File: config.mk
export PLATFORM = sky130hd
export DESIGN_NAME = fwft_prefetch_adapter
export DESIGN_NICKNAME = d
export VERILOG_FILES = /design/src/rtl/fwft_prefetch_adapter.sv
export SDC_FILE = /design/constraint.sdc
export NUM_CORES = 1
export LEC_CHECK = 0
export ABC_AREA = 0
export CELL_PAD_IN_SITES_DETAIL_PLACEMENT = 1
export CELL_PAD_IN_SITES_GLOBAL_PLACEMENT = 2
export CORE_MARGIN = 5
export CORE_UTILIZATION = 40
export DETAILED_ROUTE_END_ITERATION = 8
export PLACE_DENSITY_LB_ADDON = 0.2
export SYNTH_ARGS = -nofsm -noshare
export SYNTH_HDL_FRONTEND = slang
export SYNTH_SLANG_ARGS = --single-unit
File: constraint.sdc
create_clock -name clk -period 6 [get_ports clk]
set_input_delay 1.2 -clock clk [delete_from_list [all_inputs] [get_ports clk]]
set_output_delay 1.2 -clock clk [all_outputs]
set_load 0.02 [all_outputs]
File: src/rtl/fwft_prefetch_adapter.sv
// fwft_prefetch_adapter
//
// Turns a standard (registered-output) FIFO into a first-word-fall-through
// FIFO. Reads are issued upstream ahead of demand into a small circular
// prefetch buffer of READ_LATENCY+1 entries. That depth is just enough to
// sustain one pop per cycle across the upstream read latency.
//
// Parameters
//   DATA_WIDTH    word width in bits (1..1024)
//   READ_LATENCY  upstream read latency in cycles (1..4)
//
// Ports
//   clk         clock, rising edge
//   rstn        asynchronous active-low reset
//   std_empty   upstream FIFO empty flag
//   std_rd_en   read strobe to the upstream FIFO
//   std_dout    upstream read data, valid READ_LATENCY edges after a read
//   fwft_empty  high when no word is presented on fwft_dout
//   fwft_rd_en  consumer pop strobe (ignored while fwft_empty is high)
//   fwft_dout   head-of-queue word
//   fwft_level  buffered word count; present only when FWFT_PREFETCH_LEVEL_EN
//               is defined
//
// Optional feature macro: FWFT_PREFETCH_LEVEL_EN

module fwft_prefetch_adapter #(
    parameter int DATA_WIDTH   = 8,
    parameter int READ_LATENCY = 2
) (
    input  logic                  clk,
    input  logic                  rstn,
    input  logic                  std_empty,
    output logic                  std_rd_en,
    input  logic [DATA_WIDTH-1:0] std_dout,
    output logic                  fwft_empty,
    input  logic                  fwft_rd_en,
    output logic [DATA_WIDTH-1:0] fwft_dout
`ifdef FWFT_PREFETCH_LEVEL_EN
    ,
    output logic [$clog2(READ_LATENCY+2)-1:0] fwft_level
`endif
);

    localparam int BUF_DEPTH = READ_LATENCY + 1;
    localparam int PTR_W     = $clog2(BUF_DEPTH);
    localparam int CNT_W     = $clog2(BUF_DEPTH + 1);
    localparam logic [PTR_W-1:0] LAST_PTR  = PTR_W'(BUF_DEPTH - 1);
    localparam logic [CNT_W:0]   DEPTH_EXT = (CNT_W+1)'(BUF_DEPTH);

    generate
        if (READ_LATENCY < 1 || READ_LATENCY > 4) begin : g_bad_latency
            $fatal(1, "fwft_prefetch_adapter: READ_LATENCY must be 1..4");
        end
        if (DATA_WIDTH < 1 || DATA_WIDTH > 1024) begin : g_bad_width
            $fatal(1, "fwft_prefetch_adapter: DATA_WIDTH must be 1..1024");
        end
    endgenerate

    logic [DATA_WIDTH-1:0]   buf_q [BUF_DEPTH];
    logic [PTR_W-1:0]        rd_ptr_q, rd_ptr_d;
    logic [PTR_W-1:0]        wr_ptr_q, wr_ptr_d;
    logic [CNT_W-1:0]        buf_count_q, buf_count_d;
    logic [READ_LATENCY-1:0] valid_q, valid_d;
    // Holds off upstream reads until the first edge after reset release.
    logic                    run_q;

    logic             capture;
    logic             pop;
    logic [CNT_W-1:0] inflight_count;
    logic [CNT_W:0]   occ_after_pop;

    assign capture    = valid_q[READ_LATENCY-1];
    assign fwft_empty = (buf_count_q == '0);
    assign pop        = fwft_rd_en & ~fwft_empty;
    // Masked so the output is a clean zero whenever nothing is presented.
    assign fwft_dout  = fwft_empty ? '0 : buf_q[rd_ptr_q];

    always_comb begin
        inflight_count = '0;
        for (int i = 0; i < READ_LATENCY; i++) begin
            inflight_count = inflight_count + {{(CNT_W-1){1'b0}}, valid_q[i]};
        end
    end

    // Counting the pop of this cycle lets a freed slot be refilled at once,
    // which is what gives back-to-back throughput.
    assign occ_after_pop = {1'b0, buf_count_q} + {1'b0, inflight_count}
                         - {{CNT_W{1'b0}}, pop};
    assign std_rd_en     = run_q & ~std_empty & (occ_after_pop < DEPTH_EXT);

    always_comb begin
        valid_d    = '0;
        valid_d[0] = std_rd_en;
        for (int i = 1; i < READ_LATENCY; i++) begin
            valid_d[i] = valid_q[i-1];
        end
    end

    always_comb begin
        rd_ptr_d    = rd_ptr_q;
        wr_ptr_d    = wr_ptr_q;
        buf_count_d = buf_count_q;
        if (capture) begin
            wr_ptr_d = (wr_ptr_q == LAST_PTR) ? '0 : wr_ptr_q + 1'b1;
        end
        if (pop) begin
            rd_ptr_d = (rd_ptr_q == LAST_PTR) ? '0 : rd_ptr_q + 1'b1;
        end
        unique case ({capture, pop})
            2'b10:   buf_count_d = buf_count_q + 1'b1;
            2'b01:   buf_count_d = buf_count_q - 1'b1;
            default: buf_count_d = buf_count_q;
        endcase
    end

    always_ff @(posedge clk or negedge rstn) begin
        if (!rstn) begin
            rd_ptr_q    <= '0;
            wr_ptr_q    <= '0;
            buf_count_q <= '0;
            valid_q     <= '0;
            run_q       <= 1'b0;
        end else begin
            rd_ptr_q    <= rd_ptr_d;
            wr_ptr_q    <= wr_ptr_d;
            buf_count_q <= buf_count_d;
            valid_q     <= valid_d;
            run_q       <= 1'b1;
        end
    end

    // Data storage needs no reset: an entry is only read after being written.
    always_ff @(posedge clk) begin
        if (capture) begin
            buf_q[wr_ptr_q] <= std_dout;
        end
    end

`ifdef FWFT_PREFETCH_LEVEL_EN
    assign fwft_level = buf_count_q;
`endif

    always_ff @(posedge clk) begin
        if (rstn) begin
            assert ({1'b0, buf_count_q} + {1'b0, inflight_count} <= DEPTH_EXT);
        end
    end

endmodule
* Yosys cells after proc, flatten, opt, wreduce, memory -nomap -nowiden
Memory sizes are Yosys's and may differ from the RTL's.
Index checks and enable logic that the tools add are counted.
** Storage, ports and cells
- Input port bits :: 12
- ROM bits :: 0
- Output and inout port bits :: 10
- Memories :: 1
- Logic and storage cells :: 31
- Latch bits :: 0
- Bits in writable memories :: 24
- Bits in registers :: 9
** Memories
- buf_q :: words 3, bits a word 8, read ports 1, clocked after Yosys merged registers in 0, write ports 1, line 59 : logic [DATA_WIDTH-1:0] buf_q [BUF_DEPTH];
** Operators by class
- Equality and inequality tests :: 4
- Reduce and logical (&&, ||, !) cells :: 2
- Shift operators :: 0
- Bitwise gates (word level) :: 5
- Multiply operators :: 0
- Muxes and demuxes :: 6
- Add/subtract/negate cells :: 7
- $lt $le $gt $ge :: 1
- Divide/modulo/power cells :: 0
** Operator list (number)
- 8-bit 2-to-1 mux :: 1
- 2-bit by 1-bit adder with 2-bit output, second input constant :: 3
- 2-bit == test, second input constant :: 3
- 2-bit 2-to-1 mux :: 2
- 2-bit case mux with 2 select lines :: 1
- 2-bit by 2-bit adder with 3-bit output :: 1
- 1-bit bitwise AND :: 3
- 3-bit by 2-bit < comparator with 1-bit output, second input constant :: 1
- 3-bit by 1-bit subtractor with 3-bit output :: 1
- 1-bit by 1-bit adder with 2-bit output :: 1
- 2-bit by 1-bit == test with 1-bit output, second input constant :: 1
- 2-bit logical NOT :: 1
- 1-bit 2-to-1 mux :: 2
- 1-bit NOT :: 2
- 2-bit nonzero test :: 1
- 2-bit by 1-bit subtractor with 2-bit output, second input constant :: 1

* Depth between registers and ports, before layout
- Word-level depth :: 6
- Mapped depth :: 8
- Depth with buffers taken out :: 8

* Worst setup path before layout
Ideal clock, no wire load.
- Kind :: in2out
- Start point :: input port fwft_rd_en
- End point :: output port std_rd_en
- Path slack :: 1.319 ns
- Cell stages on the path :: 8
- Data required time :: 4.800 ns
- Buffers on the path :: 0
- Arrival time :: 3.481 ns
- Cell sequence :: o21ai_1 > inv_1 > ha_1 > fa_1 > inv_1 > fa_1 > nor2b_1 > nor4b_1
** On the way
- Word-level cells in the longest chain between the ends :: 4
** RTL lines
- start, declared :: line 36 : input logic fwft_rd_en,
- 1-bit bitwise AND :: line 74 : assign pop = fwft_rd_en & ~fwft_empty;
- via pop :: line 68 : logic pop;
- 3-bit by 1-bit subtractor with 3-bit output :: line 88 : - {{CNT_W{1'b0}}, pop};
- 3-bit by 2-bit < comparator with 1-bit output :: line 89 : assign std_rd_en = run_q & ~std_empty & (occ_after_pop < DEPTH_EXT);
- 1-bit bitwise AND :: line 89
- end, declared :: line 33 : output logic std_rd_en,
The timed path passes the listed nets, and every way through them passes these cells.

* Worst setup path after layout
Same ends and word-level chain as after synthesis.

==> results.json <==
{
  "cp.arrival_ns": 4.22,
  "total_leakage_power_nw": 0.670,
  "async_flop_share_pct": 27.3,
  "ys_ff_latch": 33,
  "die_h_um": 69.4,
  "io_buffers": 21,
  "ant_nets": 0,
  "drtIter0Drc": 21,
  "rsz0062_at_grt": "no",
  "initial_core_util_pct": 41.6,
  "fin_cells": 166,
  "timing_worst_setup_path_type": "in2out",
  "fin_crit_sh_pct": 90.3,
  "peakVddDrop_uv": 190,
  "hold_viol": 0,
  "synthFlopType": "edfxtp_1",
  "finalSetupViolCount": 0,
  "skew_ns": 0.00644,
  "netlist_instances": 91,
  "worst_pin_slew_ns": 0.841,
  "hold_buffers": 0,
  "place_congestion": 0.703,
  "drv_slew": 0,
  "avgSynthCellArea_um2": 15.5,
  "antenna_cells": 0,
  "grt_pass1_wl_um": 4260,
  "cpPeakStageDelay_ns": 0.68,
  "synth_edf_count": 24,
  "wl_per_cell_um": 15.9,
  "dpl.hpwl_um": 1900,
  "maxSlewHeadroom_pct": 43.7,
  "synth_area_leaders": "edfxtp_1, dfrtp_1, mux2_4",
  "root_buffer": "clkbuf_4",
  "cp_slowest_cell": "clkdlybuf4s50_1",
  "yosysUniqueCellTypes": 23,
  "ys_warn_count": 0,
  "required_ns": 4.80,
  "utilization_pct": 50.9,
  "synth.cell_area_mm2": 0.00141,
  "start_kind": "input pin",
  "cts_resized": 0,
  "synthesis.nets": 107,
  "cts_tree": "yes",
  "clkTransAtPathRegs_ns": 0.09,
  "firstDrtPassIters": 3,
  "drive_gt1_share_pct": 13.3,
  "synthTopCellsByCount": "edfxtp_1, nor2_1, dfrtp_1, mux2i_1",
  "synth_top_area_share_pct": 51.1,
  "setup_tns_ns": 0,
  "grt_max_degree": 12,
  "crit_buf_inv": 4,
  "placed_cell_area_mm2": 0.00168,
  "overflow": 0,
  "dp_cells": 158,
  "yosysSeqAreaShare_pct": 67.0,
  "grtUsageTotal_pct": 12.0,
  "core_area_mm2": 0.00339,
  "path_cells": "clkdlybuf4s50_1 -> o21ai_1 -> inv_1 -> ha_1 -> fa_1 -> inv_1 -> fa_1 -> nor2b_1 -> nor4b_1 -> clkdlybuf4s50_1",
  "place_ws_ns": 0.539,
  "dieWidth_um": 69.4,
  "ios": 22,
  "drc": 0,
  "synthMostInstantiatedCell": "edfxtp_1",
  "fin_ws_ns": 0.585,
  "dieArea_mm2": 0.00482,
  "nets": 135,
  "finalPower_mw": 0.800,
  "cpLargestDelayFamily": "buffers and inverters",
  "worstSkewPairLatency_ns": 0.33,
  "wl_um": 2640,
  "worstSetupEndpointType": "output port",
  "htree_num_levels": 2,
  "clock_path_buffers": 2,
  "min_period_ns": 5.42,
  "cts_made_buffers": 5,
  "stdcell_area_mm2": 0.00173,
  "cts.sinks": 33,
  "area_growth_pct": 22.3,
  "status": "finished clean",
  "rows": 21,
  "grt_pass1_vias": 903,
  "clock.fmax_ghz": 0.185,
  "whs_ns": 0.393,
  "maxCapViolations": 0,
  "yosysTopAreaCell": "edfxtp_1",
  "cp_max_fo": 5,
  "viasPerCell": 4.77,
  "pwr_density_cell_mw_per_mm2": 463,
  "postCtsSetupRepairBufs": 0,
  "vias": 791,
  "antenna_found_initial": 0,
  "min_path_type": "reg2reg"
}
[layout make-up]
cell class | instances | area, um2
clock inverter | 1 | 3.75
multi-input combinational | 49 | 423
fill | 339 | 1660
timing repair buffer | 23 | 225
clock buffer | 7 | 45.0
tap | 46 | 57.6
sequential | 33 | 946
inverter | 7 | 26.3
[where the power goes]
part           total [mW]  internal (mW)  switching, mW
registers           0.343          0.289         0.0542
logic               0.342          0.185          0.157
clock network       0.114         0.0450         0.0689
[worst reg2reg max path: stages (launching register included)]
cell and delay [ns]:
dfrtp_1 0.46, o21ai_1 0.32, inv_1 0.11, ha_1 0.31, fa_1 0.36, inv_1 0.07
fa_1 0.39, nor2b_1 0.14, nor4b_1 0.35
[registers in the layout, indices dropped and copies added, names as in the netlist]
name         cells
buf_count_q      2
valid_q          2
run_q            1
wr_ptr_q         2
buf_q           24
rd_ptr_q         2
[final timing paths]
| kind | from | endpoint | slack (ns) | cells after the start |
|---|---|---|---|---|
| worst min-delay path | valid_q[0] | valid_q[1] | 0.39 | 0 |
| worst max register to register | buf_count_q[0] | valid_q[0] | 3.36 | 8 |
| worst min register to register | valid_q[0] | valid_q[1] | 0.39 | 0 |
| worst max-delay path | fwft_rd_en | std_rd_en | 0.58 | 10 |
| max in group asynchronous | rstn | rd_ptr_q[0] | 4.53 | 1 |
| min in group asynchronous | rstn | rd_ptr_q[1] | 1.17 | 1 |
[placed cells by master, fill, tap and decap left out, types with 2 or more instances in the layout]
cell,instances
a21o_1,3
mux2_4,7
nand2_1,2
clkbuf_4,5
ha_1,2
buf_4,2
xnor2_1,4
fa_1,2
mux2i_1,8
dfrtp_1,9
clkdlybuf4s50_1,21
clkbuf_1,2
nor2_1,10
inv_1,7
edfxtp_1,24
nor3_1,2
[per-layer routing]
metal | vias up | wire, um | GRT usage (%)
met5 | - | 0 | 0
met4 | 0 | 51 | 5.21
met3 | 6 | 118 | 4.78
met2 | 18 | 1370 | 21.3
met1 | 392 | 1100 | 12.3
li1 | 375 | - | -
[cell families (layout without fill, tap and decap cells)]
| family | after synthesis | in the layout | share of synthesized area, % |
|---|---|---|---|
| and+or+nand+nor | 19 | 19 | 6.38 |
| xor gates and xnor gates | 4 | 4 | 2.48 |
| DFF | 33 | 33 | 67.0 |
| AOI/OAI and AO/OA | 5 | 5 | 2.30 |
| muxes | 16 | 16 | 13.9 |
| buffers and inverters | 9 | 38 | 3.01 |
| adders and majority gates | 4 | 4 | 4.61 |
| other | 1 | 1 | 0.266 |
Power figures use the tool's default switching activity.
